===== config.mk =====
export PLATFORM = sky130hd
export DESIGN_NAME = anti_difference_rounding_mc_flat
export DESIGN_NICKNAME = d
export VERILOG_FILES = /design/src/rtl/anti_difference_rounding_mc_pkg.sv /design/src/rtl/anti_difference_rounding_mc_if.sv /design/src/rtl/anti_difference_rounding_mc_round.sv /design/src/rtl/anti_difference_rounding_mc.sv /design/src/flat_wrapper.sv
export SDC_FILE = /design/constraint.sdc
export NUM_CORES = 2
export LEC_CHECK = 0
export ABC_CLOCK_PERIOD_IN_PS = 22600
export CORE_AREA = 2 2 310 312
export CTS_BUF_LIST = sky130_fd_sc_hd__clkbuf_8 sky130_fd_sc_hd__clkbuf_16
export DETAILED_ROUTE_END_ITERATION = 10
export DIE_AREA = 0 0 312 314
export PLACE_DENSITY = 0.6
export SLEW_MARGIN = 20
export SYNTH_ARGS = -nofsm -noshare
export SYNTH_HDL_FRONTEND = slang
export SYNTH_SLANG_ARGS = --single-unit

===== constraint.sdc =====
create_clock -name clk -period 22.6 [get_ports clk]
set_input_delay 4.52 -clock clk [delete_from_list [all_inputs] [get_ports clk]]
set_output_delay 4.52 -clock clk [all_outputs]
set_load 0.1 [all_outputs]

===== src/rtl/anti_difference_rounding_mc_pkg.sv =====
// Shared types and elaboration-time helpers for the multi-channel anti-difference/rounding stage.
// Constant functions only; nothing here infers logic.
package adr_pkg;

    localparam int     WIDTH_DEF      = 24;
    localparam int     GUARD_DEF      = 8;
    localparam int     ACC_WIDTH      = WIDTH_DEF + GUARD_DEF;
    localparam int     FRAC_DEF       = 16;
    localparam int     RECIP_FRAC_DEF = 24;
    localparam longint TWO_LAMBDA_DEF = 98304;
    localparam longint INV_TL_DEF     = 11184811;

    typedef logic signed [ACC_WIDTH-1:0] acc_t;

    function automatic int clog2(input int n);
        int r;
        r = 0;
        while ((1 << r) < n) r = r + 1;
        return r;
    endfunction

    // Channel tag width; a single-channel build still carries a 1-bit tag.
    function automatic int chan_w(input int n);
        return (n > 1) ? clog2(n) : 1;
    endfunction

    function automatic longint round_const(input int shift);
        return longint'(1) << (shift - 1);
    endfunction

    function automatic longint inv_two_lambda(input longint two_lambda, input int frac, input int rfrac);
        longint num;
        num = longint'(1) << (frac + rfrac);
        return (num + two_lambda / 2) / two_lambda;
    endfunction

endpackage


===== src/rtl/anti_difference_rounding_mc_if.sv =====
// Sample bus into and out of the anti-difference/rounding stage; no backpressure,
// the producer side drives valid/tag/data and the stage returns rounded samples.
interface anti_difference_rounding_mc_if #(
    parameter int WIDTH    = 24,
    parameter int CHANNELS = 4
);
    localparam int CW = adr_pkg::chan_w(CHANNELS);

    logic                    valid_in;
    logic [CW-1:0]           chan_in;
    logic signed [WIDTH-1:0] residual_diff_in;
    logic                    valid_out;
    logic [CW-1:0]           chan_out;
    logic signed [WIDTH-1:0] residual_out;
    logic                    ovf_out;
    logic                    ovf_sticky;

    modport master (
        output valid_in, chan_in, residual_diff_in,
        input  valid_out, chan_out, residual_out, ovf_out, ovf_sticky
    );

    modport slave (
        input  valid_in, chan_in, residual_diff_in,
        output valid_out, chan_out, residual_out, ovf_out, ovf_sticky
    );

endinterface


===== src/rtl/anti_difference_rounding_mc_round.sv =====
// Rounds an accumulator to the nearest multiple of 2*lambda via reciprocal multiply, then saturates.
// Latency 2 enabled cycles; no backpressure, en=0 freezes every register.
module adr_round_2lambda
    import adr_pkg::*;
#(
    parameter int     WIDTH          = 24,
    parameter int     ACC_W          = 32,
    parameter int     CW             = 2,
    parameter int     FRAC           = 16,
    parameter int     RECIP_FRAC     = 24,
    parameter longint TWO_LAMBDA     = 98304,
    parameter longint INV_TWO_LAMBDA = 11184811
) (
    input  logic                    clk,
    input  logic                    rst_n,
    input  logic                    en_i,
    input  logic                    vld_i,
    input  logic [CW-1:0]           chan_i,
    input  logic signed [ACC_W-1:0] acc_i,
    input  logic                    ovf_i,
    output logic                    vld_o,
    output logic [CW-1:0]           chan_o,
    output logic signed [WIDTH-1:0] res_o,
    output logic                    ovf_o
);
    localparam int PW = ACC_W + RECIP_FRAC + 2;
    localparam int SH = FRAC + RECIP_FRAC;

    localparam logic signed [PW-1:0] INV_C = PW'(INV_TWO_LAMBDA);
    localparam logic signed [PW-1:0] RND_C = PW'(round_const(SH));
    localparam logic signed [PW-1:0] TL_C  = PW'(TWO_LAMBDA);
    localparam logic signed [PW-1:0] MAX_C = PW'((longint'(1) << (WIDTH - 1)) - 1);
    localparam logic signed [PW-1:0] MIN_C = ~MAX_C;

    logic signed [PW-1:0]    acc_x, p_d, p_q;
    logic signed [PW-1:0]    rsum_d, q_d, y_d;
    logic signed [WIDTH-1:0] res_d, res_q;
    logic                    sat_d;
    logic                    vld1_q, ovf1_q, vld_q, ovf_q;
    logic [CW-1:0]           chan1_q, chan_q;

    always_comb begin
        acc_x  = PW'(acc_i);
        p_d    = acc_x * INV_C;
        rsum_d = p_q + RND_C;
        q_d    = rsum_d >>> SH;
        y_d    = q_d * TL_C;
        sat_d  = 1'b0;
        res_d  = y_d[WIDTH-1:0];
        if (y_d > MAX_C) begin
            res_d = MAX_C[WIDTH-1:0];
            sat_d = 1'b1;
        end else if (y_d < MIN_C) begin
            res_d = MIN_C[WIDTH-1:0];
            sat_d = 1'b1;
        end
    end

    always_ff @(posedge clk or negedge rst_n) begin
        if (!rst_n) begin
            p_q     <= '0;
            vld1_q  <= 1'b0;
            chan1_q <= '0;
            ovf1_q  <= 1'b0;
            vld_q   <= 1'b0;
            chan_q  <= '0;
            res_q   <= '0;
            ovf_q   <= 1'b0;
        end else if (en_i) begin
            p_q     <= p_d;
            vld1_q  <= vld_i;
            chan1_q <= chan_i;
            ovf1_q  <= ovf_i;
            vld_q   <= vld1_q;
            // Data/tag/flag hold their last sample between valid pulses.
            if (vld1_q) begin
                chan_q <= chan1_q;
                res_q  <= res_d;
                ovf_q  <= ovf1_q | sat_d;
            end
        end
    end

    assign vld_o  = vld_q;
    assign chan_o = chan_q;
    assign res_o  = res_q;
    assign ovf_o  = ovf_q;

endmodule


===== src/rtl/anti_difference_rounding_mc.sv =====
// Per-channel ORDER-deep integrator cascade feeding the 2*lambda rounder; 3 enabled cycles in to out.
// No backpressure: one sample per cycle, clk_en=0 freezes all state, clear drops the same-cycle sample.
module anti_difference_rounding_mc
    import adr_pkg::*;
#(
    parameter int     WIDTH          = WIDTH_DEF,
    parameter int     FRAC           = FRAC_DEF,
    parameter int     ORDER          = 2,
    parameter int     CHANNELS       = 4,
    parameter int     GUARD          = GUARD_DEF,
    parameter longint TWO_LAMBDA     = TWO_LAMBDA_DEF,
    parameter int     RECIP_FRAC     = RECIP_FRAC_DEF,
    parameter longint INV_TWO_LAMBDA = INV_TL_DEF
) (
    input  logic                          clk,
    input  logic                          reset_n,
    input  logic                          clk_en,
    input  logic                          clear,
    anti_difference_rounding_mc_if.slave  bus
);
    localparam int ACC_W = WIDTH + GUARD;
    localparam int CW    = chan_w(CHANNELS);

    if (ORDER < 1 || ORDER > 4) begin : g_bad_order
        $error("ORDER must be 1..4");
    end
    if (INV_TWO_LAMBDA != inv_two_lambda(TWO_LAMBDA, FRAC, RECIP_FRAC)) begin : g_bad_recip
        $error("INV_TWO_LAMBDA does not match TWO_LAMBDA/FRAC/RECIP_FRAC");
    end

    logic signed [ACC_W-1:0] s_q   [CHANNELS][ORDER];
    logic signed [ACC_W-1:0] chain [ORDER+1];
    logic signed [ACC_W:0]   sum;
    logic                    accept, wrap_d;
    logic [CW-1:0]           cidx;

    logic                    vld0_q, wrap0_q, sticky_q;
    logic [CW-1:0]           chan0_q;
    logic signed [ACC_W-1:0] acc0_q;

    logic                    vld_w, ovf_w;
    logic [CW-1:0]           chan_w_o;
    logic signed [WIDTH-1:0] res_w;

    // The whole cascade for one channel resolves in one cycle, so same-channel samples never stall.
    always_comb begin
        accept   = bus.valid_in && !clear && (32'(bus.chan_in) < CHANNELS);
        cidx     = accept ? bus.chan_in : '0;
        wrap_d   = 1'b0;
        sum      = '0;
        chain[0] = ACC_W'(bus.residual_diff_in);
        for (int k = 0; k < ORDER; k++) begin
            sum        = {s_q[cidx][k][ACC_W-1], s_q[cidx][k]} + {chain[k][ACC_W-1], chain[k]};
            chain[k+1] = sum[ACC_W-1:0];
            wrap_d     = wrap_d | (sum[ACC_W] ^ sum[ACC_W-1]);
        end
    end

    always_ff @(posedge clk or negedge reset_n) begin
        if (!reset_n) begin
            for (int c = 0; c < CHANNELS; c++)
                for (int k = 0; k < ORDER; k++)
                    s_q[c][k] <= '0;
            vld0_q   <= 1'b0;
            chan0_q  <= '0;
            acc0_q   <= '0;
            wrap0_q  <= 1'b0;
            sticky_q <= 1'b0;
        end else if (clk_en) begin
            vld0_q <= accept;
            if (accept) begin
                chan0_q <= bus.chan_in;
                acc0_q  <= chain[ORDER];
                wrap0_q <= wrap_d;
            end
            if (clear) begin
                for (int c = 0; c < CHANNELS; c++)
                    for (int k = 0; k < ORDER; k++)
                        s_q[c][k] <= '0;
                sticky_q <= 1'b0;
            end else begin
                if (accept)
                    for (int k = 0; k < ORDER; k++)
                        s_q[cidx][k] <= chain[k+1];
                if (vld_w && ovf_w)
                    sticky_q <= 1'b1;
            end
        end
    end

    adr_round_2lambda #(
        .WIDTH          (WIDTH),
        .ACC_W          (ACC_W),
        .CW             (CW),
        .FRAC           (FRAC),
        .RECIP_FRAC     (RECIP_FRAC),
        .TWO_LAMBDA     (TWO_LAMBDA),
        .INV_TWO_LAMBDA (INV_TWO_LAMBDA)
    ) u_round (
        .clk    (clk),
        .rst_n  (reset_n),
        .en_i   (clk_en),
        .vld_i  (vld0_q),
        .chan_i (chan0_q),
        .acc_i  (acc0_q),
        .ovf_i  (wrap0_q),
        .vld_o  (vld_w),
        .chan_o (chan_w_o),
        .res_o  (res_w),
        .ovf_o  (ovf_w)
    );

    assign bus.valid_out    = vld_w;
    assign bus.chan_out     = chan_w_o;
    assign bus.residual_out = res_w;
    assign bus.ovf_out      = ovf_w;
    assign bus.ovf_sticky   = sticky_q;

endmodule


===== src/flat_wrapper.sv =====
// flat-port wrapper written by rule: the top's interface ports become plain ports
module anti_difference_rounding_mc_flat import adr_pkg::*;
#(
    parameter int     WIDTH          = WIDTH_DEF,
    parameter int     FRAC           = FRAC_DEF,
    parameter int     ORDER          = 2,
    parameter int     CHANNELS       = 4,
    parameter int     GUARD          = GUARD_DEF,
    parameter longint TWO_LAMBDA     = TWO_LAMBDA_DEF,
    parameter int     RECIP_FRAC     = RECIP_FRAC_DEF,
    parameter longint INV_TWO_LAMBDA = INV_TL_DEF
)
  (clk, reset_n, clk_en, clear, bus_valid_in, bus_chan_in, bus_residual_diff_in, bus_valid_out, bus_chan_out, bus_residual_out, bus_ovf_out, bus_ovf_sticky);
  anti_difference_rounding_mc_if #(.WIDTH(WIDTH), .CHANNELS(CHANNELS)) bus_i ();
  input  logic clk;
  input  logic reset_n;
  input  logic clk_en;
  input  logic clear;
  input wire logic [$bits(bus_i.valid_in)-1:0] bus_valid_in;
  input wire logic [$bits(bus_i.chan_in)-1:0] bus_chan_in;
  input wire logic [$bits(bus_i.residual_diff_in)-1:0] bus_residual_diff_in;
  output wire logic [$bits(bus_i.valid_out)-1:0] bus_valid_out;
  output wire logic [$bits(bus_i.chan_out)-1:0] bus_chan_out;
  output wire logic [$bits(bus_i.residual_out)-1:0] bus_residual_out;
  output wire logic [$bits(bus_i.ovf_out)-1:0] bus_ovf_out;
  output wire logic [$bits(bus_i.ovf_sticky)-1:0] bus_ovf_sticky;
  assign bus_i.valid_in = bus_valid_in;
  assign bus_i.chan_in = bus_chan_in;
  assign bus_i.residual_diff_in = bus_residual_diff_in;
  assign bus_valid_out = bus_i.valid_out;
  assign bus_chan_out = bus_i.chan_out;
  assign bus_residual_out = bus_i.residual_out;
  assign bus_ovf_out = bus_i.ovf_out;
  assign bus_ovf_sticky = bus_i.ovf_sticky;
  anti_difference_rounding_mc #(.WIDTH(WIDTH), .FRAC(FRAC), .ORDER(ORDER), .CHANNELS(CHANNELS), .GUARD(GUARD), .TWO_LAMBDA(TWO_LAMBDA), .RECIP_FRAC(RECIP_FRAC), .INV_TWO_LAMBDA(INV_TWO_LAMBDA)) u_core (.clk(clk), .reset_n(reset_n), .clk_en(clk_en), .clear(clear), .bus(bus_i));
endmodule

==> flow_summary.yaml <==
die:
  fp.dieH_um: 314
  core_sq_um: 94450
  ios: 60
  die_area_sq_um: 97970
  core.rowCount: 113
  start_util: 0.3479
  die_x_um: 312
min_path:
  hp-class: "reg -> reg"
global_routing:
  grt_pass1_vias: 24599
  grt_pass1_wl_um: 136900
  grt_overflow: 0
  grt_usage: 0.1742
  antenna_found_initial: 0
  grt_max_degree: 159
finish:
  final_area_sq_um: 35980
  final_cell_mix: "inv_1, fa_1, ha_1"
  diodes: 0
  drive_gt1_frac: 0.04227
  nets: 4267
  final_common_cell: "inv_1"
  fin_util: 0.3810
  syn2layout_area_growth_pct: 9.508
cts:
  postCtsSetupBuffers: 0
  ctsResizeCount: 0
  insertion_delay_ns: 0.57
  root_buffer: "clkbuf_16"
  numCtsBuffers: 39
  postCtsHoldBufs: 0
  cts_tree: "done"
  cts_sinks: 329
  clk_pin_slew_ns: 0.06
  htreeDepth: 2
  cts_buffer_depth: 3
synthesis:
  synth_area_sq_um: 32860
  ys_types: 85
  syn_inst: 3519
  syn-num-nets: 4288
  synth_seq_cells: 329
  yosysSeqAreaShare: 0.2506
  ys_warn_count: 0
  ys_async_sr_fraction: 1.000
  synth_edf_count: 0
  avgSynthCellArea_sq_um: 9.338
  synth_flop_cell: "dfrtp_1"
critical_path:
  crit_path_start_kind: "input pin"
  slowest_delay_ns: 0.87
  critPathKind: "in -> reg"
  crit_required_ns: 23.02
  path_buf_inv: 3
  crit_arrival_ns: 12.47
  cp_max_fo: 21
  cp_slowest_cell: "clkdlybuf4s50_1"
  cpLargestDelayFamily: "compound AO/OA/AOI/OAI gates"
  cp-end-kind: "flip-flop"
placement:
  io_buffers: 59
  hpwl_um: 64810
  gp_congestion: 0.9412
  place_area_sq_um: 34680
routing:
  ant_nets: 0
  finalWirelength_um: 84200
  detail_route.wl_per_cell_um: 17.58
  drt_iter0_markers: 1734
  vias: 24067
  drt_pass1_iterations: 6
  viasPerCell: 5.024
  route.detailed.drc: 0
flow_run:
  maxCapViolations: 0
timing:
  tns_ns: 0
  hold_viol: 0
  slew_headroom: 0.3110
  post-route-min-period_ns: 12.05
  setup_viol: 0
  holdWs_ns: 0.4807
  max_freq_mhz: 82.96
  finClkSkew_ns: 0.02172
  finalMaxSlewViolations: 0
  fin_crit_sh: 0.5334
  rsz0062_at_grt: "false"
  tightest_slew_ns: 1.030
run_status:
  status: "finished clean"
[routing by layer]
metal | GRT usage | vias up | share of wire
li1 | - | 11470 | -
met1 | 0.2469 | 11909 | 0.47
met2 | 0.2854 | 598 | 0.46
met3 | 0.02167 | 90 | 0.052
met4 | 0.03813 | 0 | 0.019
met5 | 0 | - | 0
[Yosys cell counts (all sizes together), types with 11 or more instances]
master / n / area share
nand2: 274 / 0.031
nand4: 23 / 0.0044
dfrtp: 329 / 0.25
o31ai: 12 / 0.0027
fa: 378 / 0.23
nor2: 129 / 0.015
buf: 23 / 0.0043
o21ai: 275 / 0.042
inv: 701 / 0.080
and2: 11 / 0.0021
o22ai: 36 / 0.0069
nor2b: 14 / 0.0027
o211ai: 15 / 0.0037
a31oi: 19 / 0.0043
nor3: 48 / 0.0073
xor2: 45 / 0.012
nand3: 218 / 0.033
o21a: 19 / 0.0043
xnor2: 66 / 0.018
a21o: 82 / 0.019
mux2: 22 / 0.0077
a211oi: 15 / 0.0037
ha: 360 / 0.14
o21bai: 16 / 0.0037
clkbuf: 120 / 0.014
a22o: 19 / 0.0051
a222oi: 33 / 0.010
nand2b: 16 / 0.0030
a21oi: 88 / 0.014
and3: 26 / 0.0050
[state kept, by name, indices dropped and copies added (netlist names)]
name,count
u_core.s_q,256
u_core.acc0_q,32
u_core.u_round.p_q,18
u_core.u_round.res_o,10
u_core.chan0_q,2
u_core.u_round.chan1_q,2
u_core.u_round.chan_o,2
u_core.bus.ovf_sticky,1
u_core.u_round.ovf1_q,1
u_core.u_round.ovf_o,1
u_core.u_round.vld1_q,1
u_core.u_round.vld_o,1
u_core.vld0_q,1
u_core.wrap0_q,1
[worst paths after layout]
path                            cells past startpoint                            endpoint  slack, ns                           from
worst min register to register                      2         u_core.s_q[234]$_DFFE_PN0P_       0.48    u_core.s_q[234]$_DFFE_PN0P_
worst max-delay path                               28       u_core.acc0_q[29]$_DFFE_PN0P_      10.55                          clear
worst min-delay path                                2         u_core.s_q[234]$_DFFE_PN0P_       0.48    u_core.s_q[234]$_DFFE_PN0P_
max in group asynchronous                           2       u_core.acc0_q[31]$_DFFE_PN0P_      17.05                        reset_n
min in group asynchronous                           1         u_core.s_q[101]$_DFFE_PN0P_       3.96                        reset_n
worst max register to register                     23  u_core.u_round.p_q[54]$_DFFE_PN0P_      15.03  u_core.acc0_q[30]$_DFFE_PN0P_
[cell type report]
| cell class | instances | area (sq um) |
|---|---|---|
| clock buffers | 49 | 1125 |
| clock inverters | 19 | 181.4 |
| fillers | 9535 | 58460 |
| inverters | 701 | 2631 |
| multi-input cells | 2346 | 21460 |
| flip-flops and latches | 329 | 8234 |
| well taps | 1265 | 1583 |
| repair buffers | 81 | 768.2 |
[kinds of logic (layout without fill, tap and decap cells)]
logic type                 count (synthesis)  in the layout  share of synthesized area
AOI/OAI and AO/OA                        679            679                     0.1345
xor gates and xnor gates                 111            111                    0.02959
buffers and inverters                    844            850                    0.09809
and+or+nand+nor                          795            795                     0.1120
muxes                                     23             23                   0.007958
adders and majority gates                738            738                     0.3674
DFF                                      329            329                     0.2506
[worst min-delay path: cells and delay by family, from the launching register on]
| kind | cells | cell delay (ns) |
|---|---|---|
| AO/OA/AOI/OAI | 1 | 0.06 |
| AND/OR/NAND/NOR | 1 | 0.04 |
| flip-flops | 1 | 0.34 |
[per-stage QoR]
step           instances  setup WS (ns)
6_report            4790          10.55
5_1_grt             4790          9.920
4_1_cts             4790          10.60
3_5_place_dp        4722          10.04
3_3_place_gp        4722          10.21
2_1_floorplan       3519          12.18
Power is left out: the tool's default activity adds up to more than one toggle a clock period on the data nets, which glitch-free logic cannot reach.
